`src/rtl/fetch_unit_if.sv`:
```
// Fetch unit bus bundle: instruction-memory byte port, redirect input and
// instruction delivery handshake toward the decoder.
// master = fetch unit side, slave = memory/decoder/branch environment.
interface fetch_unit_if;
    logic        mem_req;
    logic [31:0] mem_addr;
    logic [7:0]  mem_data;
    logic        redirect;
    logic [31:0] redirect_pc;
    logic        inst_valid;
    logic        inst_ready;
    logic [31:0] instruction;
    logic [31:0] PC;
    logic        fetch_err;

    modport master (
        output mem_req, mem_addr, inst_valid, instruction, PC, fetch_err,
        input  mem_data, redirect, redirect_pc, inst_ready
    );

    modport slave (
        input  mem_req, mem_addr, inst_valid, instruction, PC, fetch_err,
        output mem_data, redirect, redirect_pc, inst_ready
    );
endinterface

```
`src/rtl/fetch_unit.sv`:
```
// Byte-serial instruction fetch unit.
// Issues four byte reads per instruction (one per cycle), assembles them
// big-endian and presents the word with its PC until the decoder accepts it.
// Redirects restart fetching at redirect_pc and discard in-flight bytes.
// Optional macro FETCH_ALIGN_CHECK_EN: a redirect to a non word-aligned
// address parks the unit in an error state with fetch_err raised.
module fetch_unit #(
    parameter logic [31:0] RESET_PC = 32'h0000_0000
) (
    input logic          clk,
    input logic          rst_n,
    fetch_unit_if.master bus
);

`ifdef FETCH_ALIGN_CHECK_EN
    typedef enum logic [1:0] {ISSUE, DRAIN, HOLD, ERR} state_t;
`else
    typedef enum logic [1:0] {ISSUE, DRAIN, HOLD} state_t;
`endif

    state_t      state;
    logic [1:0]  cnt;        // byte index of the request issued this cycle
    logic [31:0] pc;         // address of the instruction being fetched/held
    logic [23:0] bytes_q;    // most recent three returned bytes, oldest on top
    logic [31:0] instr_q;    // instruction output register
    logic        pending;    // a byte for the current fetch returns this cycle
    logic        valid_q;
`ifdef FETCH_ALIGN_CHECK_EN
    logic        err_q;
    logic        redirect_bad;

    // Misaligned redirect targets are rejected rather than fetched.
    always_comb begin
        redirect_bad = (bus.redirect_pc[1:0] != 2'b00);
    end
`endif

    // Fetch FSM: request sequencing, byte assembly and output registers.
    always_ff @(posedge clk or negedge rst_n) begin
        if (!rst_n) begin
            state   <= ISSUE;
            cnt     <= '0;
            pc      <= RESET_PC;
            bytes_q <= '0;
            instr_q <= '0;
            pending <= 1'b0;
            valid_q <= 1'b0;
`ifdef FETCH_ALIGN_CHECK_EN
            err_q   <= 1'b0;
`endif
        end else begin
            // Only bytes answering requests of the current fetch are kept;
            // stale ones from before a redirect/reset arrive with pending=0.
            if (pending) begin
                bytes_q <= {bytes_q[15:0], bus.mem_data};
            end

            if (bus.redirect) begin
                pc      <= bus.redirect_pc;
                cnt     <= '0;
                pending <= 1'b0;
                valid_q <= 1'b0;
`ifdef FETCH_ALIGN_CHECK_EN
                if (redirect_bad) begin
                    state <= ERR;
                    err_q <= 1'b1;
                end else begin
                    state <= ISSUE;
                    err_q <= 1'b0;
                end
`else
                state   <= ISSUE;
`endif
            end else begin
                unique case (state)
                    ISSUE: begin
                        pending <= 1'b1;
                        cnt     <= cnt + 2'd1;
                        if (cnt == 2'd3) begin
                            state <= DRAIN;
                        end
                    end
                    DRAIN: begin
                        // Last byte arrives now; publish the whole word at once.
                        pending <= 1'b0;
                        instr_q <= {bytes_q, bus.mem_data};
                        valid_q <= 1'b1;
                        state   <= HOLD;
                    end
                    HOLD: begin
                        if (bus.inst_ready) begin
                            pc      <= pc + 32'd4;
                            valid_q <= 1'b0;
                            state   <= ISSUE;
                        end
                    end
`ifdef FETCH_ALIGN_CHECK_EN
                    ERR: begin
                        state <= ERR;
                    end
`endif
                    default: begin
                        state <= ISSUE;
                    end
                endcase
            end
        end
    end

    // Requests are gated by rst_n so the first one goes out in the cycle
    // reset is released and none is made while reset is held.
    assign bus.mem_req     = rst_n & (state == ISSUE);
    assign bus.mem_addr    = pc + {30'd0, cnt};
    assign bus.inst_valid  = valid_q;
    assign bus.instruction = instr_q;
    assign bus.PC          = pc;
`ifdef FETCH_ALIGN_CHECK_EN
    assign bus.fetch_err   = err_q;
`else
    assign bus.fetch_err   = 1'b0;
`endif

endmodule

```
`src/flat_wrapper.sv`:
```
// flat-port wrapper written by rule: the top's interface ports become plain ports
module fetch_unit_flat 
#(
    parameter logic [31:0] RESET_PC = 32'h0000_0000
)
  (clk, rst_n, bus_mem_req, bus_mem_addr, bus_inst_valid, bus_instruction, bus_PC, bus_fetch_err, bus_mem_data, bus_redirect, bus_redirect_pc, bus_inst_ready);
  fetch_unit_if bus_i ();
  input logic clk;
  input logic rst_n;
  output wire logic [$bits(bus_i.mem_req)-1:0] bus_mem_req;
  output wire logic [$bits(bus_i.mem_addr)-1:0] bus_mem_addr;
  output wire logic [$bits(bus_i.inst_valid)-1:0] bus_inst_valid;
  output wire logic [$bits(bus_i.instruction)-1:0] bus_instruction;
  output wire logic [$bits(bus_i.PC)-1:0] bus_PC;
  output wire logic [$bits(bus_i.fetch_err)-1:0] bus_fetch_err;
  input wire logic [$bits(bus_i.mem_data)-1:0] bus_mem_data;
  input wire logic [$bits(bus_i.redirect)-1:0] bus_redirect;
  input wire logic [$bits(bus_i.redirect_pc)-1:0] bus_redirect_pc;
  input wire logic [$bits(bus_i.inst_ready)-1:0] bus_inst_ready;
  assign bus_mem_req = bus_i.mem_req;
  assign bus_mem_addr = bus_i.mem_addr;
  assign bus_inst_valid = bus_i.inst_valid;
  assign bus_instruction = bus_i.instruction;
  assign bus_PC = bus_i.PC;
  assign bus_fetch_err = bus_i.fetch_err;
  assign bus_i.mem_data = bus_mem_data;
  assign bus_i.redirect = bus_redirect;
  assign bus_i.redirect_pc = bus_redirect_pc;
  assign bus_i.inst_ready = bus_inst_ready;
  fetch_unit #(.RESET_PC(RESET_PC)) u_core (.clk(clk), .rst_n(rst_n), .bus(bus_i));
endmodule
```
`config.mk`:
```
export PLATFORM = sky130hd
export DESIGN_NAME = fetch_unit_flat
export DESIGN_NICKNAME = d
export VERILOG_FILES = /design/src/rtl/fetch_unit_if.sv /design/src/rtl/fetch_unit.sv /design/src/flat_wrapper.sv
export SDC_FILE = /design/constraint.sdc
export NUM_CORES = 1
export LEC_CHECK = 0
export CORE_AREA = 2 2 119 92
export CTS_BUF_LIST = sky130_fd_sc_hd__clkbuf_16
export DETAILED_ROUTE_END_ITERATION = 8
export DIE_AREA = 0 0 121 94
export MAX_ROUTING_LAYER = met4
export PLACE_DENSITY_LB_ADDON = 0.15
export RECOVER_POWER = 25
export SETUP_SLACK_MARGIN = 0.1
export SLEW_MARGIN = 20
export SYNTH_ARGS = -nofsm -noshare
export SYNTH_HDL_FRONTEND = slang
export SYNTH_SLANG_ARGS = --single-unit
```
`constraint.sdc`:
```
create_clock -name clk -period 2.4 [get_ports clk]
set_input_delay 0.48 -clock clk [delete_from_list [all_inputs] [get_ports clk]]
set_output_delay 0.48 -clock clk [all_outputs]
set_load 0.05 [all_outputs]
```
==> impl_metrics.py <==
metrics = {
    "global_routing": {
        "grt_first_pass_wirelength_um": 24700,
        "grt_pass1_vias": 4614,
        "grt-ovfl-total": 0,
        "grtUsageTotal_pct": 28.8,
        "grt_max_degree": 95,
        "antenna_found_initial": 0,
    },
    "worst_setup_path": {
        "worst_ep_arrival_time_ns": 2.33,
        "critPathLaunchType": "register",
        "path_common_cell": "buf_12",
        "path_class": "register to output pin",
        "crit_required_ns": 1.92,
        "path_cells": "ha_4, inv_2, fa_2, nand3b_1, buf_4, buf_12, nor3_4, xor2_4, buf_12",
        "crit_path_max_fanout": 8,
        "slowest_stage": "dfrtp_1",
        "end_kind": "output pin",
        "slowest_delay_ns": 0.39,
    },
    "placed_design": {
        "dpl.hpwl_um": 10400,
        "port_buffers": 141,
        "dp.cells": 753,
        "place_congestion": 0.888,
    },
    "clocking": {
        "h-tree-depth": 3,
        "cts_root_buf": "clkbuf_16",
        "cts_tree": "built",
        "ctsHoldBuffers": 0,
        "cts.path.max_buffers": 2,
        "clk_pin_slew_worst_paths_ns": 0.07,
        "cts_sinks": 94,
        "cts_buffers": 9,
        "clkLatencyLatePin_ns": 0.34,
    },
    "floorplan": {
        "die_area_um2": 11400,
        "fp.dieW_um": 121,
        "ios": 143,
        "start_util_pct": 47.1,
        "rows": 32,
        "core_area_um2": 10100,
        "dieHeight_um": 94,
    },
    "synth": {
        "synth_edf_count": 0,
        "synth.yosys.seq_area_share_pct": 49.3,
        "synth.distinct_cells": 40,
        "synth_top_area_share_pct": 49.3,
        "synth.most_common_cell": "dfrtp_1",
        "yosys-top-cells-area": "dfrtp_1, mux2_2, xor2_1, xnor2_1, or4_1",
        "synth.cell_area_um2": 4770,
        "syn_nets": 495,
        "synthTopCellsByCount": "dfrtp_1, mux2_2, nand2_1",
        "avgSynthCellArea_um2": 10.7,
        "async_flop_share_pct": 100,
        "post-synth-top-area-cell": "dfrtp_1",
        "synthFlopType": "dfrtp_1",
        "yosys_warnings": 0,
        "syn_inst": 446,
        "ys_ff_latch": 94,
    },
    "drt": {
        "wl_um": 15700,
        "firstDrtPassIters": 5,
        "route.met2.wl_um": 7740,
        "drt_first_iter_violations": 409,
        "wl_met3_um": 1120,
        "via_per_inst": 5.77,
        "ant_nets": 0,
        "vias": 4543,
        "top_layer": "met4",
        "detail_route.wl_per_cell_um": 20.0,
        "m1WireLength_um": 6460,
        "drc": 0,
    },
    "sta": {
        "finalHoldViolCount": 0,
        "slew_viol_final": 0,
        "setup_violations": 29,
        "final.hold.worst_slack_ns": 0.506,
        "maxSlewHeadroom_pct": 12.9,
        "clock.fmax_ghz": 0.356,
        "min_period_ns": 2.81,
        "skew_ns": 0.00679,
        "rsz0062_at_grt": "true",
        "setup_tns_ns": -7.22,
        "min_period_over_period_pct": 117,
        "layout_setup_ws_ns": -0.407,
        "tightest_slew_ns": 1.31,
    },
    "cells_and_area": {
        "drive_gt1_share_pct": 44.4,
        "num-nets-final": 695,
        "stdcell_count": 787,
        "syn_to_final_growth_pct": 77.2,
        "n_antenna_cell": 0,
    },
    "pwr": {
        "vdd_drop_max_v": 0.000823,
        "pwr_density_cell_nw_per_um2": 831,
        "leakagePower_nw": 3.56,
    },
    "run_status": {
        "violations": "setup timing",
        "status": "finished with violations",
    },
    "job": {
        "maxCapViolCount": 0,
    },
    "hold_path": {
        "min_path_type": "register to register",
    },
}
routing by layer:
| layer | vias up | GRT usage [%] |
|---|---|---|
| met5 | - | - |
| met4 | 0 | 9.40 |
| met3 | 42 | 6.80 |
| met2 | 221 | 44.3 |
| met1 | 2273 | 38.0 |
| li1 | 2007 | - |
per-stage QoR:
stage | power, W | utilization (%) | area (um2) | setup slack, ns
after floorplan | 0.00410 | - | 5450 | -0.349
after global placement | 0.00526 | 75.6 | 7650 | -0.0179
after detailed placement | 0.00533 | 75.6 | 7650 | -0.0648
after CTS | 0.00697 | 81.4 | 8240 | -0.390
after global routing | 0.00726 | 83.4 | 8450 | -0.473
final | 0.00702 | 83.4 | 8450 | -0.407
worst paths after layout:
path	from	end	slack [ns]	cells past startpoint
max reg2reg	u_core.bus.PC[2]	u_core.bus.PC[24]	0.17	7
min reg2reg	u_core.bus.instruction[13]	u_core.bus.instruction[13]	0.51	1
max in group asynchronous	rst_n	u_core.bus.PC[19]	0.78	2
min in group asynchronous	rst_n	u_core.bus.PC[11]	0.66	2
max	u_core.cnt[0]	bus_mem_addr[20]	-0.41	9
min	u_core.bus.instruction[13]	u_core.bus.instruction[13]	0.51	1
placed cells by master, fill, tap and decap left out, types with 4 or more instances in the layout:
cell,instances
buf_12,35
clkdlybuf4s50_1,103
nor4_4,7
buf_6,13
nor2_4,4
xnor2_1,7
or4_1,18
nor3_1,5
xnor2_4,8
nand2_1,28
buf_4,60
nand4_1,14
nor2_1,23
clkbuf_16,9
xor2_2,6
a31oi_1,14
mux2_2,57
dfrtp_2,28
o31ai_1,13
xor2_4,13
o21ai_0,16
dfrtp_1,66
inv_1,8
nor3_4,8
o211ai_1,4
nand3_1,12
kinds of logic (layout without fill, tap and decap cells):
| family | after synthesis | count (layout) | share of synthesized area [%] |
|---|---|---|---|
| AND/OR/NAND/NOR | 156 | 156 | 17.8 |
| flip-flops | 94 | 94 | 49.3 |
| multiplexers | 58 | 58 | 13.7 |
| AO/OA/AOI/OAI | 53 | 53 | 6.93 |
| XOR/XNOR | 40 | 40 | 7.35 |
| buffers and inverters | 39 | 244 | 3.39 |
| adder cells (fa/ha/maj) | 5 | 5 | 1.47 |
| other | 1 | 1 | 0.0787 |
sequential cells by signal, indices dropped and copies added, names as in the netlist:
signal and count:
u_core.bus.PC 32, u_core.bus.instruction 32, u_core.bytes_q 24, u_core.cnt 2, u_core.state 2, u_core.bus.inst_valid 1, u_core.pending 1
layout make-up:
type | instances | area, um2
Clock inverter | 7 | 95.1
Fill cell | 534 | 1680
Inverter | 9 | 33.8
Sequential cell | 94 | 2390
Multi-Input combinational cell | 313 | 3130
Tap cell | 136 | 170
Timing Repair Buffer | 219 | 2410
Clock buffer | 9 | 225
where the power goes:
group / total (W) / leakage [nW] / internal, W / switching [W]
Sequential: 0.00224 / 1.12 / 0.00198 / 0.000261
Clock: 0.00155 / 0.162 / 0.000919 / 0.000630
Combinational: 0.00323 / 2.28 / 0.00131 / 0.00192
Total: 0.00702 / 3.56 / 0.00421 / 0.00281
what timing repair did:
action	4_1_cts	5_1_grt
cloned	1	0
endpoints found under the setup margin	31	35
pin swaps	18	18
resized for setup	39	33
setup buffers	11	9
critical path: cells and delay by family, from the launching register on:
kind / cells / cell delay (ns)
xor gates and xnor gates: 1 / 0.18
DFF: 1 / 0.39
adders and majority gates: 2 / 0.49
and+or+nand+nor: 2 / 0.41
buffers and inverters: 4 / 0.49
(Power assumes the default switching activity.)
